<file path="config.mk">
export PLATFORM = sky130hd
export DESIGN_NAME = br_sched
export DESIGN_NICKNAME = d
export VERILOG_FILES = /design/src/rtl/br_sched_pkg.sv /design/src/rtl/br_age_sel.sv /design/src/rtl/br_sched.sv
export SDC_FILE = /design/constraint.sdc
export NUM_CORES = 2
export LEC_CHECK = 0
export CORE_UTILIZATION = 55
export CTS_CLUSTER_SIZE = 28
export DETAILED_ROUTE_END_ITERATION = 10
export HOLD_SLACK_MARGIN = 0.15
export MAX_ROUTING_LAYER = met4
export PLACE_DENSITY = 0.78
export SLEW_MARGIN = 20
export SYNTH_ARGS = -nofsm -noshare
export SYNTH_HDL_FRONTEND = slang
export SYNTH_SLANG_ARGS = --single-unit
</file>
<file path="constraint.sdc">
create_clock -name clk -period 8.8 [get_ports clk]
set_input_delay 1.32 -clock clk [delete_from_list [all_inputs] [get_ports clk]]
set_output_delay 1.32 -clock clk [all_outputs]
set_load 0.1 [all_outputs]
</file>
<file path="src/rtl/br_sched_pkg.sv">
// Shared system defines for the branch scheduler: widths, the SD delay macro,
// and the scheduler entry record.
`ifndef SD
`define SD
`endif

package br_sched_pkg;

  localparam int PRF_IDX_W = 6;
  localparam int ROB_IDX_W = 5;
  localparam int XLEN      = 64;
  localparam int INST_W    = 32;

  // One branch scheduler slot. rob_idx carries the wrap bit in its MSB.
  typedef struct packed {
    logic                 valid;
    logic [XLEN-1:0]      npc;
    logic [INST_W-1:0]    inst;
    logic [PRF_IDX_W-1:0] dest_tag;
    logic [ROB_IDX_W:0]   rob_idx;
    logic [PRF_IDX_W-1:0] opa_tag;
    logic                 opa_rdy;
    logic [XLEN-1:0]      opa_val;
  } br_ent_t;

endpackage

</file>
<file path="src/rtl/br_age_sel.sv">
// Age logic for the branch scheduler: flags entries younger than a recovery
// point and picks the oldest surviving requester. Purely combinational.
module br_age_sel
  import br_sched_pkg::*;
#(
  parameter  int NUM_ENT = 4,
  localparam int IDX_W   = $clog2(NUM_ENT)
) (
  input  logic [NUM_ENT-1:0] req_i,
  input  logic [ROB_IDX_W:0] rob_idx_i [NUM_ENT],
  input  logic               rec_valid_i,
  input  logic [ROB_IDX_W:0] rec_rob_idx_i,
  input  logic [ROB_IDX_W:0] cand_rob_idx_i,
  output logic [NUM_ENT-1:0] squash_o,
  output logic               cand_squash_o,
  output logic               sel_vld_o,
  output logic [IDX_W-1:0]   sel_idx_o
);

  // a is older than b; a differing wrap bit means the lower index wrapped past b.
  function automatic logic older(input logic [ROB_IDX_W:0] a,
                                 input logic [ROB_IDX_W:0] b);
    if (a[ROB_IDX_W] == b[ROB_IDX_W])
      return a[ROB_IDX_W-1:0] < b[ROB_IDX_W-1:0];
    else
      return a[ROB_IDX_W-1:0] > b[ROB_IDX_W-1:0];
  endfunction

  // Mark stored entries and the incoming dispatch that are strictly younger than the recovery point.
  always_comb begin
    squash_o = '0;
    for (int i = 0; i < NUM_ENT; i++) begin
      squash_o[i] = rec_valid_i && older(rec_rob_idx_i, rob_idx_i[i]);
    end
    cand_squash_o = rec_valid_i && older(rec_rob_idx_i, cand_rob_idx_i);
  end

  // Linear scan for the oldest requester that survives recovery.
  always_comb begin
    sel_vld_o = 1'b0;
    sel_idx_o = '0;
    for (int i = 0; i < NUM_ENT; i++) begin
      if (req_i[i] && !squash_o[i]) begin
        if (!sel_vld_o || older(rob_idx_i[i], rob_idx_i[sel_idx_o])) begin
          sel_vld_o = 1'b1;
          sel_idx_o = IDX_W'(i);
        end
      end
    end
  end

endmodule

</file>
<file path="src/rtl/br_sched.sv">
// Branch reservation station: holds dispatched branches until regA is ready,
// wakes them from the CDB, and issues the oldest ready one per cycle into a
// registered bundle for the branch FU. Recovery squashes younger work.
module br_sched
  import br_sched_pkg::*;
#(
  parameter  int NUM_ENT = 4,
  localparam int IDX_W   = $clog2(NUM_ENT),
  localparam int CNT_W   = $clog2(NUM_ENT) + 1
) (
  input  logic                 clk,
  input  logic                 rst,
  input  logic                 disp_en_i,
  input  logic [XLEN-1:0]      disp_npc_i,
  input  logic [INST_W-1:0]    disp_inst_i,
  input  logic [PRF_IDX_W-1:0] disp_dest_tag_i,
  input  logic [ROB_IDX_W:0]   disp_rob_idx_i,
  input  logic [PRF_IDX_W-1:0] disp_opa_tag_i,
  input  logic                 disp_opa_rdy_i,
  input  logic [XLEN-1:0]      disp_opa_val_i,
  input  logic                 cdb_valid_i,
  input  logic [PRF_IDX_W-1:0] cdb_tag_i,
  input  logic [XLEN-1:0]      cdb_val_i,
  input  logic                 rec_valid_i,
  input  logic [ROB_IDX_W:0]   rec_rob_idx_i,
  output logic                 full_o,
  output logic [CNT_W-1:0]     cnt_o,
  output logic                 iss_start_o,
  output logic [XLEN-1:0]      iss_npc_o,
  output logic [XLEN-1:0]      iss_opa_o,
  output logic [INST_W-1:0]    iss_inst_o,
  output logic [PRF_IDX_W-1:0] iss_dest_tag_o,
  output logic [ROB_IDX_W:0]   iss_rob_idx_o
);

  br_ent_t              ent_q [NUM_ENT];
  br_ent_t              ent_d [NUM_ENT];
  br_ent_t              new_ent;
  logic [NUM_ENT-1:0]   valid_vec;
  logic [NUM_ENT-1:0]   rdy_vec;
  logic [ROB_IDX_W:0]   ent_rob [NUM_ENT];
  logic [NUM_ENT-1:0]   squash;
  logic                 cand_squash;
  logic                 sel_vld;
  logic [IDX_W-1:0]     sel_idx;
  logic                 free_vld;
  logic [IDX_W-1:0]     free_idx;
  logic                 disp_ok;
  logic                 full;
  logic [CNT_W-1:0]     cnt;

  logic                 iss_start_q, iss_start_d;
  logic [XLEN-1:0]      iss_npc_q, iss_npc_d;
  logic [XLEN-1:0]      iss_opa_q, iss_opa_d;
  logic [INST_W-1:0]    iss_inst_q, iss_inst_d;
  logic [PRF_IDX_W-1:0] iss_dest_tag_q, iss_dest_tag_d;
  logic [ROB_IDX_W:0]   iss_rob_idx_q, iss_rob_idx_d;

  // Flatten registered entry state into vectors for the age selector and occupancy.
  always_comb begin
    valid_vec = '0;
    rdy_vec   = '0;
    for (int i = 0; i < NUM_ENT; i++) begin
      valid_vec[i] = ent_q[i].valid;
      rdy_vec[i]   = ent_q[i].valid && ent_q[i].opa_rdy;
      ent_rob[i]   = ent_q[i].rob_idx;
    end
  end

  // Occupancy comes from registered valid bits only, so a same-edge issue does not relieve full.
  always_comb begin
    cnt = '0;
    for (int i = 0; i < NUM_ENT; i++) begin
      cnt = cnt + CNT_W'(valid_vec[i]);
    end
    full = &valid_vec;
  end

  // Lowest-numbered free slot; scanning downward leaves the smallest index last.
  always_comb begin
    free_vld = 1'b0;
    free_idx = '0;
    for (int i = NUM_ENT - 1; i >= 0; i--) begin
      if (!valid_vec[i]) begin
        free_vld = 1'b1;
        free_idx = IDX_W'(i);
      end
    end
  end

  br_age_sel #(.NUM_ENT(NUM_ENT)) u_age_sel (
    .req_i          (rdy_vec),
    .rob_idx_i      (ent_rob),
    .rec_valid_i    (rec_valid_i),
    .rec_rob_idx_i  (rec_rob_idx_i),
    .cand_rob_idx_i (disp_rob_idx_i),
    .squash_o       (squash),
    .cand_squash_o  (cand_squash),
    .sel_vld_o      (sel_vld),
    .sel_idx_o      (sel_idx)
  );

  // Build the incoming entry, catching a same-cycle CDB broadcast for a waiting operand.
  always_comb begin
    new_ent          = '0;
    new_ent.valid    = 1'b1;
    new_ent.npc      = disp_npc_i;
    new_ent.inst     = disp_inst_i;
    new_ent.dest_tag = disp_dest_tag_i;
    new_ent.rob_idx  = disp_rob_idx_i;
    new_ent.opa_tag  = disp_opa_tag_i;
    new_ent.opa_rdy  = disp_opa_rdy_i;
    new_ent.opa_val  = disp_opa_val_i;
    if (!disp_opa_rdy_i && cdb_valid_i && (cdb_tag_i == disp_opa_tag_i)) begin
      new_ent.opa_rdy = 1'b1;
      new_ent.opa_val = cdb_val_i;
    end
    // A dispatch while full is dropped so stored entries stay intact.
    disp_ok = disp_en_i && free_vld && !cand_squash;
  end

  // Next entry state: wakeup, free the issued slot, squash younger, then write the dispatch.
  always_comb begin
    ent_d = ent_q;
    for (int i = 0; i < NUM_ENT; i++) begin
      if (ent_q[i].valid && !ent_q[i].opa_rdy && cdb_valid_i &&
          (cdb_tag_i == ent_q[i].opa_tag)) begin
        ent_d[i].opa_rdy = 1'b1;
        ent_d[i].opa_val = cdb_val_i;
      end
    end
    if (sel_vld) begin
      ent_d[sel_idx].valid = 1'b0;
    end
    for (int i = 0; i < NUM_ENT; i++) begin
      if (squash[i]) begin
        ent_d[i].valid = 1'b0;
      end
    end
    if (disp_ok) begin
      ent_d[free_idx] = new_ent;
    end
  end

  // Issue register loads the selected bundle; data holds when nothing is selected.
  always_comb begin
    iss_start_d    = sel_vld;
    iss_npc_d      = iss_npc_q;
    iss_opa_d      = iss_opa_q;
    iss_inst_d     = iss_inst_q;
    iss_dest_tag_d = iss_dest_tag_q;
    iss_rob_idx_d  = iss_rob_idx_q;
    if (sel_vld) begin
      iss_npc_d      = ent_q[sel_idx].npc;
      iss_opa_d      = ent_q[sel_idx].opa_val;
      iss_inst_d     = ent_q[sel_idx].inst;
      iss_dest_tag_d = ent_q[sel_idx].dest_tag;
      iss_rob_idx_d  = ent_q[sel_idx].rob_idx;
    end
  end

  // State registers with synchronous reset clearing entries and the issue bundle.
  always_ff @(posedge clk) begin
    if (rst) begin
      for (int i = 0; i < NUM_ENT; i++) begin
        ent_q[i] <= `SD '0;
      end
      iss_start_q    <= `SD 1'b0;
      iss_npc_q      <= `SD '0;
      iss_opa_q      <= `SD '0;
      iss_inst_q     <= `SD '0;
      iss_dest_tag_q <= `SD '0;
      iss_rob_idx_q  <= `SD '0;
    end else begin
      for (int i = 0; i < NUM_ENT; i++) begin
        ent_q[i] <= `SD ent_d[i];
      end
      iss_start_q    <= `SD iss_start_d;
      iss_npc_q      <= `SD iss_npc_d;
      iss_opa_q      <= `SD iss_opa_d;
      iss_inst_q     <= `SD iss_inst_d;
      iss_dest_tag_q <= `SD iss_dest_tag_d;
      iss_rob_idx_q  <= `SD iss_rob_idx_d;
    end
  end

  // Dispatching into a full station is an upstream bug.
  always_ff @(posedge clk) begin
    if (!rst) begin
      assert (!(disp_en_i && full));
    end
  end

  assign full_o         = full;
  assign cnt_o          = cnt;
  assign iss_start_o    = iss_start_q;
  assign iss_npc_o      = iss_npc_q;
  assign iss_opa_o      = iss_opa_q;
  assign iss_inst_o     = iss_inst_q;
  assign iss_dest_tag_o = iss_dest_tag_q;
  assign iss_rob_idx_o  = iss_rob_idx_q;

endmodule

</file>
==> results.sh <==
export IMPL_finalCritPeriodShare=0.8957
export IMPL_synth_area_per_cell_sq_um=8.155
export IMPL_grt_antenna_before_repair=17
export IMPL_viasPerCell=6.055
export IMPL_fin_setup_tns_ns=0
export IMPL_ir_worst_vdd_mv=0.1994
export IMPL_syn_nets=5341
export IMPL_finalMaxSlewViolations=0
export IMPL_grt_pass1_wl_mm=199.1
export IMPL_ios=437
export IMPL_worstMarginPinSlew_ns=1.252
export IMPL_power_share_clock=0.428
export IMPL_postCtsSetupBuffers=0
export IMPL_track_usage=0.3371
export IMPL_drtPass1Iterations=6
export IMPL_synth_top_area_cell="dfxtp_1"
export IMPL_drv_cap=0
export IMPL_routed_wirelength_mm=128.1
export IMPL_path_max_fanout=55
export IMPL_synth_area_sq_um=41070
export IMPL_synth_top_area_share=0.4353
export IMPL_p_per_area_nw_per_um2=196.8
export IMPL_worstHoldPathType="reg2reg"
export IMPL_relSlewSlack=0.1652
export IMPL_synth_edf_count=0
export IMPL_rsz0062_at_grt="false"
export IMPL_cts_sinks=893
export IMPL_setup_violations=0
export IMPL_start_util=0.5591
export IMPL_h_tree_depth=3
export IMPL_p_switching_mw=2.569
export IMPL_grt_pass1_vias=36370
export IMPL_core_sq_um=73450
export IMPL_synthTopCellsByArea="dfxtp_1 (44%), mux2i_1 (10%), nand2_1 (10%), nor2_1 (6.2%), nand3_1 (6.0%)"
export IMPL_max_stage_delay_ns=0.58
export IMPL_clockBufferDepth=3
export IMPL_cts_tree="done"
export IMPL_swShare=0.2673
export IMPL_synth_seq_cells=893
export IMPL_outcome="complete, no violations"
export IMPL_required_ns=9.35
export IMPL_gp_congestion=0.8856
export IMPL_die_x_um=275.3
export IMPL_cp_start_kind="input pin"
export IMPL_num_rows=99
export IMPL_fill_cells=6058
export IMPL_skew_ns=0.04341
export IMPL_hold_viol=0
export IMPL_synth_most_common_cell="nand2_1"
export IMPL_drive_gt1_frac=0.06986
export IMPL_async_flop_share=0
export IMPL_critical_path_class="in2reg"
export IMPL_drtAntennaViolNets=0
export IMPL_dp_hpwl_mm=69.63
export IMPL_grt_max_degree=227
export IMPL_synthTopCellsByCount="nand2_1 (1102), dfxtp_1 (893), nor2_1 (673)"
export IMPL_cpMostUsedCell="o21ai_0"
export IMPL_pwr_share_seq=0.447
export IMPL_ys_warn_count=0
export IMPL_combPwrFrac=0.125
export IMPL_cts_resized=0
export IMPL_area_delta_synth_final_pct=18.86
export IMPL_grt_ovfl_total=0
export IMPL_p_int_mw=7.040
export IMPL_critPathSlowestCell="or4_4"
export IMPL_cts_buffers=93
export IMPL_endpoint_kind="register"
export IMPL_leakage_nw=19.92
export IMPL_period_minus_slack_ns=7.882
export IMPL_postSynthCellCount=5036
export IMPL_drc_errors=0
export IMPL_cts_root_buf="clkbuf_16"
export IMPL_worstPathArrival_ns=8.43
export IMPL_nets=5472
export IMPL_port_buffers=436
export IMPL_holdWs_ns=0.4530
export IMPL_cts_hold_buf=0
export IMPL_synth_distinct_cells=65
export IMPL_clock_latency_ns=0.66
export IMPL_wire_per_inst_um=20.62
export IMPL_drtIter0Drc=3559
export IMPL_dieArea_sq_um=75770
export IMPL_ys_seq_area_frac=0.4353
export IMPL_vias=37640
export IMPL_clk_pin_slew_ns=0.06
export IMPL_synthFlopType="dfxtp_1"
export IMPL_timing_fmax_mhz=126.9
export IMPL_die_height_um=275.3
[kinds of logic (layout without fill, tap and decap cells)]
family,after synthesis,count (layout),share of synthesized area
flip-flops,893,893,0.4353
buffers and inverters,499,702,0.04972
XOR/XNOR,37,37,0.007891
multiplexers,490,490,0.1214
other,0,18,0
adder cells (fa/ha/maj),45,45,0.01389
AO/OA/AOI/OAI,743,743,0.1398
AND/OR/NAND/NOR,2329,2329,0.2320
[path summary, 6_finish.rpt]
kind	startpoint	end	slack, ns	cells after the start
max	rec_rob_idx_i[2]	iss_opa_o[50]	0.92	29
min	ent_q[703]	ent_q[703]	0.45	2
max reg2reg	ent_q[433]	iss_opa_o[50]	1.77	32
min reg2reg	ent_q[703]	ent_q[703]	0.45	2
[cell usage in the layout (no fill, tap or decap), types with 7 or more instances in the layout]
cell type        instances
inv_1                   48
a21oi_1                247
xor2_1                  22
nor3_1                  10
nand2_1               1101
a311oi_2                75
mux2i_1                424
buf_12                  25
o21ai_0                 12
clkbuf_16               93
bufinv_16                9
buf_4                   26
ha_1                    44
mux2_2                  66
a311oi_1               158
diode_2                 18
nand4_1                  7
nand2b_1                 8
clkbuf_8                27
xnor2_1                 15
nor2_1                 672
clkbuf_1                15
clkinv_2                14
nand3_1                496
dfxtp_1                893
a211oi_1               198
clkdlybuf4s50_1        435
[per-layer routing]
layer	vias to the layer above	part of all wire	wire [um]	global-route usage
met1	17910	0.41	52720	0.4171
met2	1726	0.47	59840	0.5388
met4	0	0.037	4712	0.1445
met3	323	0.085	10870	0.06029
li1	17670	-	-	-
met5	-	0	0	-
[power by group through the flow]
| stage | Combinational (mW) | Clock [mW] | Sequential [mW] |
|---|---|---|---|
| finish | 1.20 | 4.11 | 4.30 |
| global route | 1.29 | 4.31 | 4.31 |
| CTS | 1.19 | 4.15 | 4.29 |
| detailed placement | 1.19 | 0 | 4.38 |
| global placement | 1.17 | 0 | 4.38 |
| floorplan | 0.531 | 0 | 4.62 |
[sequential cells by signal (all words and copies together), names as in the netlist]
name and count:
iss_rob_idx_o 6, ent_q 720, iss_opa_o 64, iss_dest_tag_o 6, iss_npc_o 64, iss_inst_o 32, iss_start_o 1
[final cells by class]
cell class | count | area, sq um | share of cell area
timing repair buffer | 487 | 5065 | 0.1038
clock inverter | 32 | 462.9 | 0.009484
clock buffer | 135 | 2755 | 0.05644
antenna | 18 | 45.04 | 0.0009228
tap | 959 | 1200 | 0.02458
inverter | 48 | 180.2 | 0.003691
multi-input combinational | 3644 | 21230 | 0.4349
sequential | 893 | 17880 | 0.3662
[critical path: cells and delay by family]
family                   cells  cell delay, ns
buffers and inverters        4            1.32
AND/OR/NAND/NOR              9            1.88
adder cells (fa/ha/maj)      3            0.98
AO/OA/AOI/OAI               13            2.88
[per-stage QoR]
stage / instance area (sq um) / total power [mW] / std cells / util / worst slack, ns
5_1_grt: 48810 / 9.905 / 6214 / 0.6645 / 0.2774
2_1_floorplan: 41070 / 5.151 / 5036 / - / 1.230
3_3_place_gp: 45550 / 5.546 / 6031 / 0.6201 / 0.5655
3_5_place_dp: 45550 / 5.567 / 6031 / 0.6201 / 0.3720
4_1_cts: 48770 / 9.633 / 6198 / 0.6639 / 1.029
6_report: 48810 / 9.608 / 6216 / 0.6645 / 0.9182
Note: power is estimated with default switching activity, not from simulation.
